## config.mk

```make
export PLATFORM = sky130hd
export DESIGN_NAME = booth_multiplier_param
export DESIGN_NICKNAME = d
export VERILOG_FILES = /design/src/rtl/booth_multiplier_param.sv
export SDC_FILE = /design/constraint.sdc
export NUM_CORES = 1
export LEC_CHECK = 0
export ABC_AREA = 0
export BUFFER_PORTS_ARGS = -buffer_cell sky130_fd_sc_hd__buf_2
export CAP_MARGIN = 40
export CORE_MARGIN = 2
export CORE_UTILIZATION = 30
export CTS_CLUSTER_SIZE = 25
export DETAILED_ROUTE_END_ITERATION = 8
export GPL_TIMING_DRIVEN = 0
export PLACE_DENSITY = 0.53
export REMOVE_ABC_BUFFERS = 1
export SLEW_MARGIN = 20
export SYNTH_ARGS = -nofsm -noshare
export SYNTH_HDL_FRONTEND = slang
export SYNTH_SLANG_ARGS = --single-unit
```

## constraint.sdc

```tcl
create_clock -name clock -period 6.3 [get_ports clock]
set_input_delay 1.26 -clock clock [delete_from_list [all_inputs] [get_ports clock]]
set_output_delay 1.26 -clock clock [all_outputs]
set_load 0.005 [all_outputs]
```

## src/rtl/booth_multiplier_param.sv

```systemverilog
// Multi-cycle radix-4 Booth multiplier, WIDTH-parametrised, signed/unsigned per operation.
// Optional early termination with a single-cycle alignment shift when MULT_EARLYOUT_EN is defined.
module booth_multiplier_param #(
  parameter int WIDTH = 32
) (
  input  logic             clock,
  input  logic             reset_n,
  input  logic             ctrl_MULT,
  input  logic             ctrl_signed,
  input  logic [WIDTH-1:0] data_operandA,
  input  logic [WIDTH-1:0] data_operandB,
  output logic [WIDTH-1:0] data_result,
  output logic [WIDTH-1:0] data_result_hi,
  output logic             data_exception,
  output logic             data_resultRDY,
  output logic             busy
);

  localparam int ITER = WIDTH / 2 + 1;
  localparam int EW   = WIDTH + 2;       // extended operand width
  localparam int AW   = WIDTH + 3;       // accumulator / adder width
  localparam int PW   = AW + EW + 1;     // {acc, multiplier, pending}
  localparam int CW   = $clog2(ITER + 1);
  localparam logic [CW-1:0] ITER_C = CW'(ITER);

`ifdef MULT_EARLYOUT_EN
  typedef enum logic [1:0] {S_IDLE, S_CALC, S_ALIGN, S_DONE} state_t;
`else
  typedef enum logic [1:0] {S_IDLE, S_CALC, S_DONE} state_t;
`endif

  state_t          state;
  logic [CW-1:0]   cnt;
  logic [EW-1:0]   a_q;
  logic [PW-1:0]   prod_q;
  logic            signed_q;

  logic [EW-1:0]   a_ext;
  logic [EW-1:0]   b_ext;
  logic [AW-1:0]   a_w;
  logic [AW-1:0]   pp;
  logic [AW-1:0]   acc_sum;
  logic [PW-1:0]   prod_step;
  logic [WIDTH:0]  top_sig;
  logic            exc_next;

  assign a_ext = ctrl_signed ? {{2{data_operandA[WIDTH-1]}}, data_operandA}
                             : {2'b00, data_operandA};
  assign b_ext = ctrl_signed ? {{2{data_operandB[WIDTH-1]}}, data_operandB}
                             : {2'b00, data_operandB};
  assign a_w   = {a_q[EW-1], a_q};

  // NOTE: every always_comb output gets a default first so no path can infer a latch.
  always_comb begin
    pp = '0;
    unique case (prod_q[2:0])
      3'b001, 3'b010: pp = a_w;
      3'b011:         pp = a_w << 1;
      3'b100:         pp = -(a_w << 1);
      3'b101, 3'b110: pp = -a_w;
      default:        pp = '0;
    endcase
  end

  // Add into the accumulator field, then arithmetic-shift the whole register by 2.
  assign acc_sum   = prod_q[PW-1 -: AW] + pp;
  assign prod_step = {acc_sum[AW-1], acc_sum[AW-1], acc_sum, prod_q[EW:2]};

  // Product[2W-1:0] lives at prod_q[2W:1] once all multiplier bits are consumed.
  assign top_sig  = prod_q[2*WIDTH:WIDTH];
  assign exc_next = signed_q ? !((&top_sig) || (~|top_sig))
                             : (|prod_q[2*WIDTH:WIDTH+1]);

`ifdef MULT_EARLYOUT_EN
  logic             early_exit;
  logic [CW:0]      shamt;
  logic [PW-1:0]    prod_aligned;

  // Remaining multiplier bits plus the pending bit sit at prod_q[EW-2*cnt:0].
  always_comb begin
    logic all_zero;
    logic all_one;
    all_zero = 1'b1;
    all_one  = 1'b1;
    for (int i = 0; i <= EW; i++) begin
      if (i <= EW - 2 * int'(cnt)) begin
        all_zero = all_zero & ~prod_q[i];
        all_one  = all_one  &  prod_q[i];
      end
    end
    early_exit = (cnt != '0) && (cnt < ITER_C) && (all_zero || all_one);
  end

  assign shamt        = {ITER_C - cnt, 1'b0};
  assign prod_aligned = $signed(prod_q) >>> shamt;
`endif

  // NOTE: state and outputs use non-blocking assignments so every register samples pre-edge values.
  always_ff @(posedge clock or negedge reset_n) begin
    if (!reset_n) begin
      state          <= S_IDLE;
      cnt            <= '0;
      a_q            <= '0;
      prod_q         <= '0;
      signed_q       <= 1'b0;
      data_result    <= '0;
      data_result_hi <= '0;
      data_exception <= 1'b0;
      data_resultRDY <= 1'b0;
      busy           <= 1'b0;
    end else begin
      data_resultRDY <= 1'b0;
      if (ctrl_MULT) begin
        // Start, restart after abort, or back-to-back start from DONE.
        state    <= S_CALC;
        cnt      <= '0;
        a_q      <= a_ext;
        prod_q   <= {{AW{1'b0}}, b_ext, 1'b0};
        signed_q <= ctrl_signed;
        busy     <= 1'b1;
      end else begin
        case (state)
          S_IDLE: state <= S_IDLE;
          S_CALC: begin
            if (cnt == ITER_C) begin
              data_result    <= prod_q[WIDTH:1];
              data_result_hi <= prod_q[2*WIDTH:WIDTH+1];
              data_exception <= exc_next;
              data_resultRDY <= 1'b1;
              busy           <= 1'b0;
              state          <= S_DONE;
`ifdef MULT_EARLYOUT_EN
            end else if (early_exit) begin
              prod_q <= prod_aligned;
              state  <= S_ALIGN;
`endif
            end else begin
              prod_q <= prod_step;
              cnt    <= cnt + 1'b1;
            end
          end
`ifdef MULT_EARLYOUT_EN
          S_ALIGN: begin
            data_result    <= prod_q[WIDTH:1];
            data_result_hi <= prod_q[2*WIDTH:WIDTH+1];
            data_exception <= exc_next;
            data_resultRDY <= 1'b1;
            busy           <= 1'b0;
            state          <= S_DONE;
          end
`endif
          S_DONE:  state <= S_IDLE;
          default: state <= S_IDLE;
        endcase
      end
    end
  end

endmodule

```

-- After elaboration in Yosys (flattened, before gate mapping)
Cells that the tools add are included.
- input port bits: 68
- word-level logic and storage cells: 57
- output and inout port bits: 67
- flip-flop bits (word level): 179
- reduce and logical (&&, ||, !) cells: 13
- bitwise operators: 1
- equal/unequal tests: 10
- multiplexer cells: 19
- $add $sub $neg: 4
- operator list (kind ; count):
    2-to-1 mux 70 bit ; 3
    one-hot mux 35 bit (4 select lines) ; 1
    negator 35 bit ; 2
    2-to-1 mux 34 bit ; 2
    adder 35 bit ; 1
    AND reduction 33 bit ; 1
    OR reduction 33 bit ; 1
    OR reduction 32 bit ; 1
    2-to-1 mux 5 bit ; 3
    equality test 3 bit, second input constant ; 3
    2-to-1 mux 1 bit ; 7
    equality test 3 x 2 -> 1 bit, second input constant ; 2
    2-to-1 mux 2 bit ; 3
    adder 5 x 1 -> 5 bit, second input constant ; 1
    equality test 5 bit, second input constant ; 1
    AND reduction 2 bit ; 2
    nonzero test 2 bit ; 2
    OR reduction 2 bit ; 2
    equality test 3 x 1 -> 1 bit, second input constant ; 1
    inequality test 3 bit, second input constant ; 1
    AND reduction 3 bit ; 1
    equality test 2 x 1 -> 1 bit, second input constant ; 1
    logical NOT 1 bit ; 2
    inequality test 2 bit, second input constant ; 1
    other kinds (2) ; 2

-- Depth between registers and ports, before layout
Gate-level depths: netlist of run 1.
- depth in word-level cells: 7
- depth in mapped cells: 22
- depth with buffers taken out: 21

-- Worst setup path before layout of run 1
Ideal clock, no wire load.
- kind: flip-flop to flip-flop
- from: register a_q[0]
- to: register prod_q[68]
- required time: 6.222 ns
- path buffers: 1
- library setup time: 0.078 ns
- path slack: 1.676 ns
- cell stages (with the launch flop): 20
- clock period less this slack: 4.624 ns
- data arrival time: 4.546 ns
- cells stage by stage: dfrtp_1 > inv_1 > ha_1 > or3b_4 > or4_1 > buf_2 > or4_4 > o21ai_0 > xnor2_1 > a21oi_1 > o211ai_1 > ha_1 > nand2_1 > or3_1 > o211ai_1 > o21ai_0 > o31ai_1 > xnor2_1 > or3_1 > a21oi_1
- word-level cells in the longest chain between the ends: 6
- elaborated cells on any way between the ends: 7
- those cells by class: add/sub: 3; mux: 4
- RTL lines (element ; line ; text):
    start, declared ; 34 ; logic [EW-1:0] a_q;
    start signal, assigned ; 117 ; a_q <= a_ext;
    negator 35 bit, on equally long branches ; 60, 59 ;
    one-hot mux 35 bit (4 select lines) (*) ; 56 ; unique case (prod_q[2:0])
    adder 35 bit (*) ; 66 ; assign acc_sum = prod_q[PW-1 -: AW] + pp;
    2-to-1 mux 70 bit (*) ; 125 ; if (cnt == ITER_C) begin
    2-to-1 mux 70 bit (*) ; 122 ; case (state)
    2-to-1 mux 70 bit (*) ; 113 ; if (ctrl_MULT) begin
    end signal, assigned ; 118 ; prod_q <= {{AW{1'b0}}, b_ext, 1'b0};
    end signal, assigned ; 138 ; prod_q <= prod_step;
    end, declared ; 35 ; logic [PW-1:0] prod_q;
Mark *: on every way between the ends. The rest lies on a longest branch, timed or not. The select of a mux whose other input is x is not followed.
A chain may end at the register's enable or synchronous reset.

-- Worst setup path after layout of run 1
- from: register prod_q[0]
- to: register prod_q[68]
- word-level cells in the longest chain between the ends: 7
- elaborated cells on any way between the ends: 13
- those cells by class: add/sub: 1; eq/ne: 6; mux: 4; reduce/logical: 2
- RTL lines (element ; line):
    equality test 3 bit, or another cell as far along ; 56
    OR reduction 2 bit ; 56
    one-hot mux 35 bit (4 select lines) (*) ; 56
    adder 35 bit (*) ; 66
    2-to-1 mux 70 bit (*) ; 125
    2-to-1 mux 70 bit (*) ; 122
    2-to-1 mux 70 bit (*) ; 113
Marked as above.

==> results_dict.tcl, run 1 <==
set metrics [dict create \
    ant_nets 0 \
    synth.distinct_cells 66 \
    fin_area_um2 12300 \
    yosys_warnings 0 \
    core_area_um2 34400 \
    max_freq_mhz 176 \
    die_area_um2 36200 \
    rows 68 \
    pin_count 135 \
    initial_core_util 0.303 \
    holdWs_ns 0.469 \
    grt_usage 0.166 \
    grt_pass1_vias 8565 \
    synth_common_cells "nand2_1, dfrtp_1, o21ai_0, clkbuf_1, nor2_1" \
    ys.flop_type "dfrtp_1" \
    postCtsSetupRepairBufs 0 \
    finalWeightedCongestion 0.836 \
    finalWorstPathRequiredPeriod_ns 5.67 \
    placed_cell_area_um2 11700 \
    root_buffer "clkbuf_16" \
    synth_edf_count 0 \
    critPathLaunchType "register" \
    vias 9050 \
    first_pass_iters 5 \
    antenna_cells 0 \
    tritoncts "yes" \
    async_flop_share 1.00 \
    grt_antenna_before_repair 0 \
    critical_path_arrival_ns 6.03 \
    drt_iter0_drc 710 \
    insertion_delay_ns 0.44 \
    synth_largest_area_cell "dfrtp_1" \
    grt_setup_unrepaired "no" \
    die_h_um 190 \
    required_ns 6.66 \
    post-place-ws_ns 0.420 \
    die_w_um 190 \
    yosys-top-cells-area "dfrtp_1, nand2_1, ha_1, o21ai_0, mux2_2" \
    p_sw_frac 0.363 \
    slew_headroom 0.442 \
    cap_violations 0 \
    numClockSinks 176 \
    hpwlAfterDp_um 21300 \
    switchingPower_mw 1.38 \
    p_seq_frac 0.393 \
    syn_inst 1203 \
    vias_per_cell 5.13 \
    power_density_nw_per_um2 307 \
    internal-power_mw 2.41 \
    cts_resized 0 \
    worstSetupPathType "register to register" \
    overflow 0 \
    power_frac_comb 0.295 \
    fin_worst_skew_ns 0.0147 \
    clockBufferDepth 2 \
    routed_wl_um 29800 \
    drc_errors 0 \
    avgSynthCellArea_um2 8.65 \
    outcome "finished, final reports clean" \
    min_path_type "register to register" \
    clkPwrFrac 0.311 \
    fin_nets 1403 \
    synth_top_area_frac 0.423 \
    routedWlPerCell_um 16.9 \
    cts_buffers 17 \
    peakVddDrop_uv 206 \
    drive_gt1_frac 0.176 \
    area_growth_pct 18.3 \
    fin_crit_sh 0.900 \
    power_leakage_nw 5.94 \
    cts_max_level 4 \
    worstMarginPinSlew_ns 0.830 \
    yosys.cell_count.top_type "nand2_1" \
    grt_max_degree 92 \
    grt_pass1_wl_um 47800 \
    synth_area_um2 10400 \
    cts_hold_buf 0 \
    setup_viol 0 \
    worstPathMaxFanout 22 \
    r2r_slack_ns 0.63 \
    hold_viol 0 \
    clk_pin_slew_ns 0.08 \
    synth.yosys.seq_area_share 0.423 \
    portBuffers 134 \
    finalWorstSetupSlack_ns 0.629 \
    maxSlewViolCount 0 \
    worstSetupEndpointType "register" \
    ys_seq_elements 176 \
]
-- worst max-delay path, cell delays in order, from the launching register on --
cell and delay, ns:
dfrtp_1 0.41, buf_8 0.18, inv_1 0.50, nand2_1 0.55
nor2_1 0.61, a21oi_1 0.14, o221ai_1 0.32, ha_1 0.36
a21o_1 0.21, a22o_1 0.26, o311ai_0 0.59, o211ai_1 0.27
o21ai_0 0.41, o31ai_1 0.16, xnor2_1 0.17, or3_1 0.32
a21oi_1 0.14
-- metal layers --
layer	share of wire	up-vias	track usage
met5	0	-	0
met4	0.010	0	0.0373
met3	0.046	18	0.0274
met2	0.44	243	0.257
met1	0.50	4314	0.243
li1	-	4475	-
-- power groups by stage --
stage	Clock (mW)	Combinational, mW	Sequential, mW
final	1.18	1.12	1.49
after global routing	1.26	1.25	1.52
after CTS	1.21	1.11	1.49
after detailed placement	0	1.10	1.52
after global placement	0	1.07	1.52
after floorplan	0	0.826	1.43
-- cell usage in the layout, fill, tap and decap left out, drive strengths merged, types with 11 or more instances in the layout --
cell and instances:
nor4 16, nand3 15, a22oi 12, dfrtp 176, nor2 61, nand4 13
ha 37, o211ai 11, nand2b 15, nor3 20, nand2 306, o21ai 92
inv 25, clkbuf 17, buf 148, a221o 32, a21o 14, mux2 31
xnor2 36, and3 37, xor2 32, a21oi 52
-- flip-flops by register name (all words and copies together), names as in the netlist --
name and count:
a_q 33, busy 1, signed_q 1, prod_q 68
state 2, data_resultRDY 1, data_result_hi 32, cnt 5
data_result 32, data_exception 1
-- cell type report --
type	count	area, µm²
Clock buffer	17	425
Timing Repair Buffer	148	937
Tap cell	455	569
Sequential cell	176	4410
Fill cell	3560	22100
Clock inverter	15	218
Multi-Input combinational cell	936	5690
Inverter	18	70.1
-- kinds of logic after synthesis --
family / Yosys count / synth area share
multiplexers: 34 / 0.0364
buffers and inverters: 91 / 0.0336
adder cells (fa/ha/maj): 38 / 0.0464
AND/OR/NAND/NOR: 517 / 0.225
AO/OA/AOI/OAI: 279 / 0.179
flip-flops: 176 / 0.423
XOR/XNOR: 68 / 0.0572
-- worst paths after layout --
path                                 start               to  depth (start not counted)
setup / recovery                 prod_q[0]       prod_q[68]                         16
hold / removal             data_result[17]  data_result[17]                          2
setup reg to reg                 prod_q[0]       prod_q[68]                         16
hold reg to reg            data_result[17]  data_result[17]                          2
max in group asynchronous          reset_n          a_q[20]                          2
min in group asynchronous          reset_n  data_result[26]                          1
-- per-stage QoR --
step | cells | power, mW | TNS [ns] | utilization
6_report | 1765 | 3.79 | 0 | 0.358
5_1_grt | 1765 | 4.03 | 0 | 0.358
4_1_cts | 1764 | 3.81 | 0 | 0.358
3_5_place_dp | 1732 | 2.62 | 0 | 0.339
3_3_place_gp | 1719 | 2.59 | -72.23 | 0.331
2_1_floorplan | 1130 | 2.26 | 0 | -
Note: power is estimated with default switching activity, not from simulation.
==> inputs of run 2 (changes only) <==
--- a/config.mk
+++ b/config.mk
@@ -8,12 +8,14 @@
 export ABC_AREA = 0
 export BUFFER_PORTS_ARGS = -buffer_cell sky130_fd_sc_hd__buf_2
 export CAP_MARGIN = 40
+export CELL_PAD_IN_SITES_DETAIL_PLACEMENT = 0
+export CELL_PAD_IN_SITES_GLOBAL_PLACEMENT = 1
 export CORE_MARGIN = 2
 export CORE_UTILIZATION = 30
 export CTS_CLUSTER_SIZE = 25
 export DETAILED_ROUTE_END_ITERATION = 8
 export GPL_TIMING_DRIVEN = 0
-export PLACE_DENSITY = 0.53
+export PLACE_DENSITY = 0.64
 export REMOVE_ABC_BUFFERS = 1
 export SLEW_MARGIN = 20
 export SYNTH_ARGS = -nofsm -noshare
==> constraint.sdc (replaced) <==
create_clock -name clock -period 6.3 [get_ports clock]
set_input_delay 1.575 -clock clock [delete_from_list [all_inputs] [get_ports clock]]
set_output_delay 1.575 -clock clock [all_outputs]
set_load 0.005 [all_outputs]
==> run 2 against run 1 <==
Total power decreased by 2.8%. Core utilization decreased by 0.15 points. Final cell count about the same. Worst setup slack got worse by 0.20 ns. Clock power decreased by 10%. Via count increased by 0.92%. Global-route usage increased by 0.79 points. Wire length increased by 3.7%. Critical path depth unchanged. Critical endpoint unchanged. Highest routed layer unchanged.
==> results_dict.tcl, run 2 (synthesized netlist as in run 1, its figures left out) <==
set metrics [dict create \
    largest_reg_flops 68 \
    finalWeightedCongestion 0.807 \
    placed_cell_area_um2 11700 \
    routedWlPerCell_um 17.5 \
    cts_hold_buf 0 \
    worstSetupEndpointType "register" \
    r2r_start "prod_q[0]" \
    vias_per_cell 5.17 \
    min_path_type "register to register" \
    max_freq_mhz 170 \
    power_density_nw_per_um2 300 \
    postCtsSetupRepairBufs 0 \
    antenna_cells 0 \
    grt_setup_unrepaired "no" \
    drt_iter0_drc 678 \
    tritoncts "yes" \
    grt_usage 0.174 \
    portBuffers 134 \
    die_w_um 190 \
    grt_pass1_wl_um 49600 \
    multi_input_area_um2 5690 \
    routed_wl_um 31000 \
    top_register "prod_q" \
    finalWorstPathRequiredPeriod_ns 5.87 \
    clk_pin_slew_ns 0.08 \
    worstPathMaxFanout 20 \
    die_h_um 190 \
    required_ns 6.67 \
    outcome "finished, final reports clean" \
    reg2regPathDepth 16 \
    grt_pass1_vias 8778 \
    cts_max_level 4 \
    final_cell_mix "nand2_1, dfrtp_1, buf_2, o21ai_0, nor2_1" \
    worstMarginPinSlew_ns 0.842 \
    drc_errors 0 \
    fin_crit_sh 0.931 \
    first_pass_iters 5 \
    r2r-end "prod_q[68]" \
    area_growth_pct 17.8 \
    stdcell_count 1766 \
    root_buffer "clkbuf_16" \
    clockBufferDepth 2 \
    critPathLaunchType "register" \
    die_area_um2 36200 \
    vias 9133 \
    core_area_um2 34400 \
    grt_antenna_before_repair 0 \
    insertion_delay_ns 0.44 \
    hpwlAfterDp_um 22100 \
    grt_max_degree 67 \
    power_mw 3.68 \
    power_leakage_nw 5.91 \
    fin_setup_tns_ns 0 \
    initial_core_util 0.303 \
    overflow 0 \
    worstSetupPathType "register to register" \
    critical_path_arrival_ns 6.23 \
    drive_gt1_frac 0.176 \
    crit_path_start "prod_q[0]" \
    slew_headroom 0.438 \
    maxSlewViolCount 0 \
    numClockSinks 176 \
    r2r_slack_ns 0.43 \
    seq_area_um2 4410 \
    cap_violations 0 \
    rows 68 \
    peakVddDrop_uv 241 \
    pin_count 135 \
    fin_area_um2 12300 \
    dp.cells 1733 \
    ant_nets 0 \
    fin_worst_skew_ns 0.0117 \
    top_regs "prod_q: 68 flops, a_q: 33 flops" \
    cp-endpoint "prod_q[68]" \
    final_common_cell "nand2_1" \
    fillers 3631 \
    hold_viol 0 \
    cts_buffers 17 \
    setup_viol 0 \
    cts_resized 0 \
    holdWs_ns 0.467 \
    fin_nets 1404 \
]
-- run 2: metrics by stage --
stage | setup WS, ns | utilization
CTS | 0.213 | 0.356
detailed placement | 0.252 | 0.340
finish | 0.432 | 0.357
global placement | -1.59 | 0.331
global route | 0.0716 | 0.357
floorplan | 1.64 | -
-- run 2: cell type report --
class | count | area share
multi-input combinational | 936 | 0.464
inverter | 18 | 0.00571
tap | 455 | 0.0464
clock inverter | 13 | 0.00990
timing repair buffer | 149 | 0.0787
sequential | 176 | 0.359
clock buffer | 19 | 0.0361
-- run 2: worst max-delay path, cell delays in order, from the launching register on --
cell	delay [ns]
dfrtp_1	0.46
buf_8	0.20
inv_1	0.49
nand2_1	0.56
nor2_1	0.64
a21oi_1	0.15
o221ai_1	0.32
ha_1	0.36
a21o_1	0.21
a22o_1	0.26
o311ai_0	0.65
o211ai_1	0.26
o21ai_0	0.40
o31ai_1	0.16
xnor2_1	0.20
or3_1	0.33
a21oi_1	0.14
-- run 2: worst min-delay path by stage --
stage / start / to / slack [ns] / cells past startpoint
2_1_floorplan: prod_q[11] / data_result[10] / 0.45 / 2
3_3_place_gp: data_result[11] / data_result[11] / 0.45 / 2
3_5_place_dp: data_result[17] / data_result[17] / 0.46 / 2
4_1_cts: data_result[17] / data_result[17] / 0.47 / 2
5_1_grt: data_result[13] / data_result[13] / 0.50 / 2
6_report: data_result[17] / data_result[17] / 0.47 / 2
-- run 2: metal layers --
layer	vias up	GRT usage	share of wire
met2	224	0.268	0.44
met3	20	0.0298	0.047
li1	4467	-	-
met1	4422	0.255	0.50
met5	-	0	0
met4	0	0.0367	0.011
-- run 2: where the power goes --
group,switching (mW),internal [mW]
clock,0.531,0.533
combinational,0.626,0.497
sequential,0.228,1.27
total,1.38,2.30
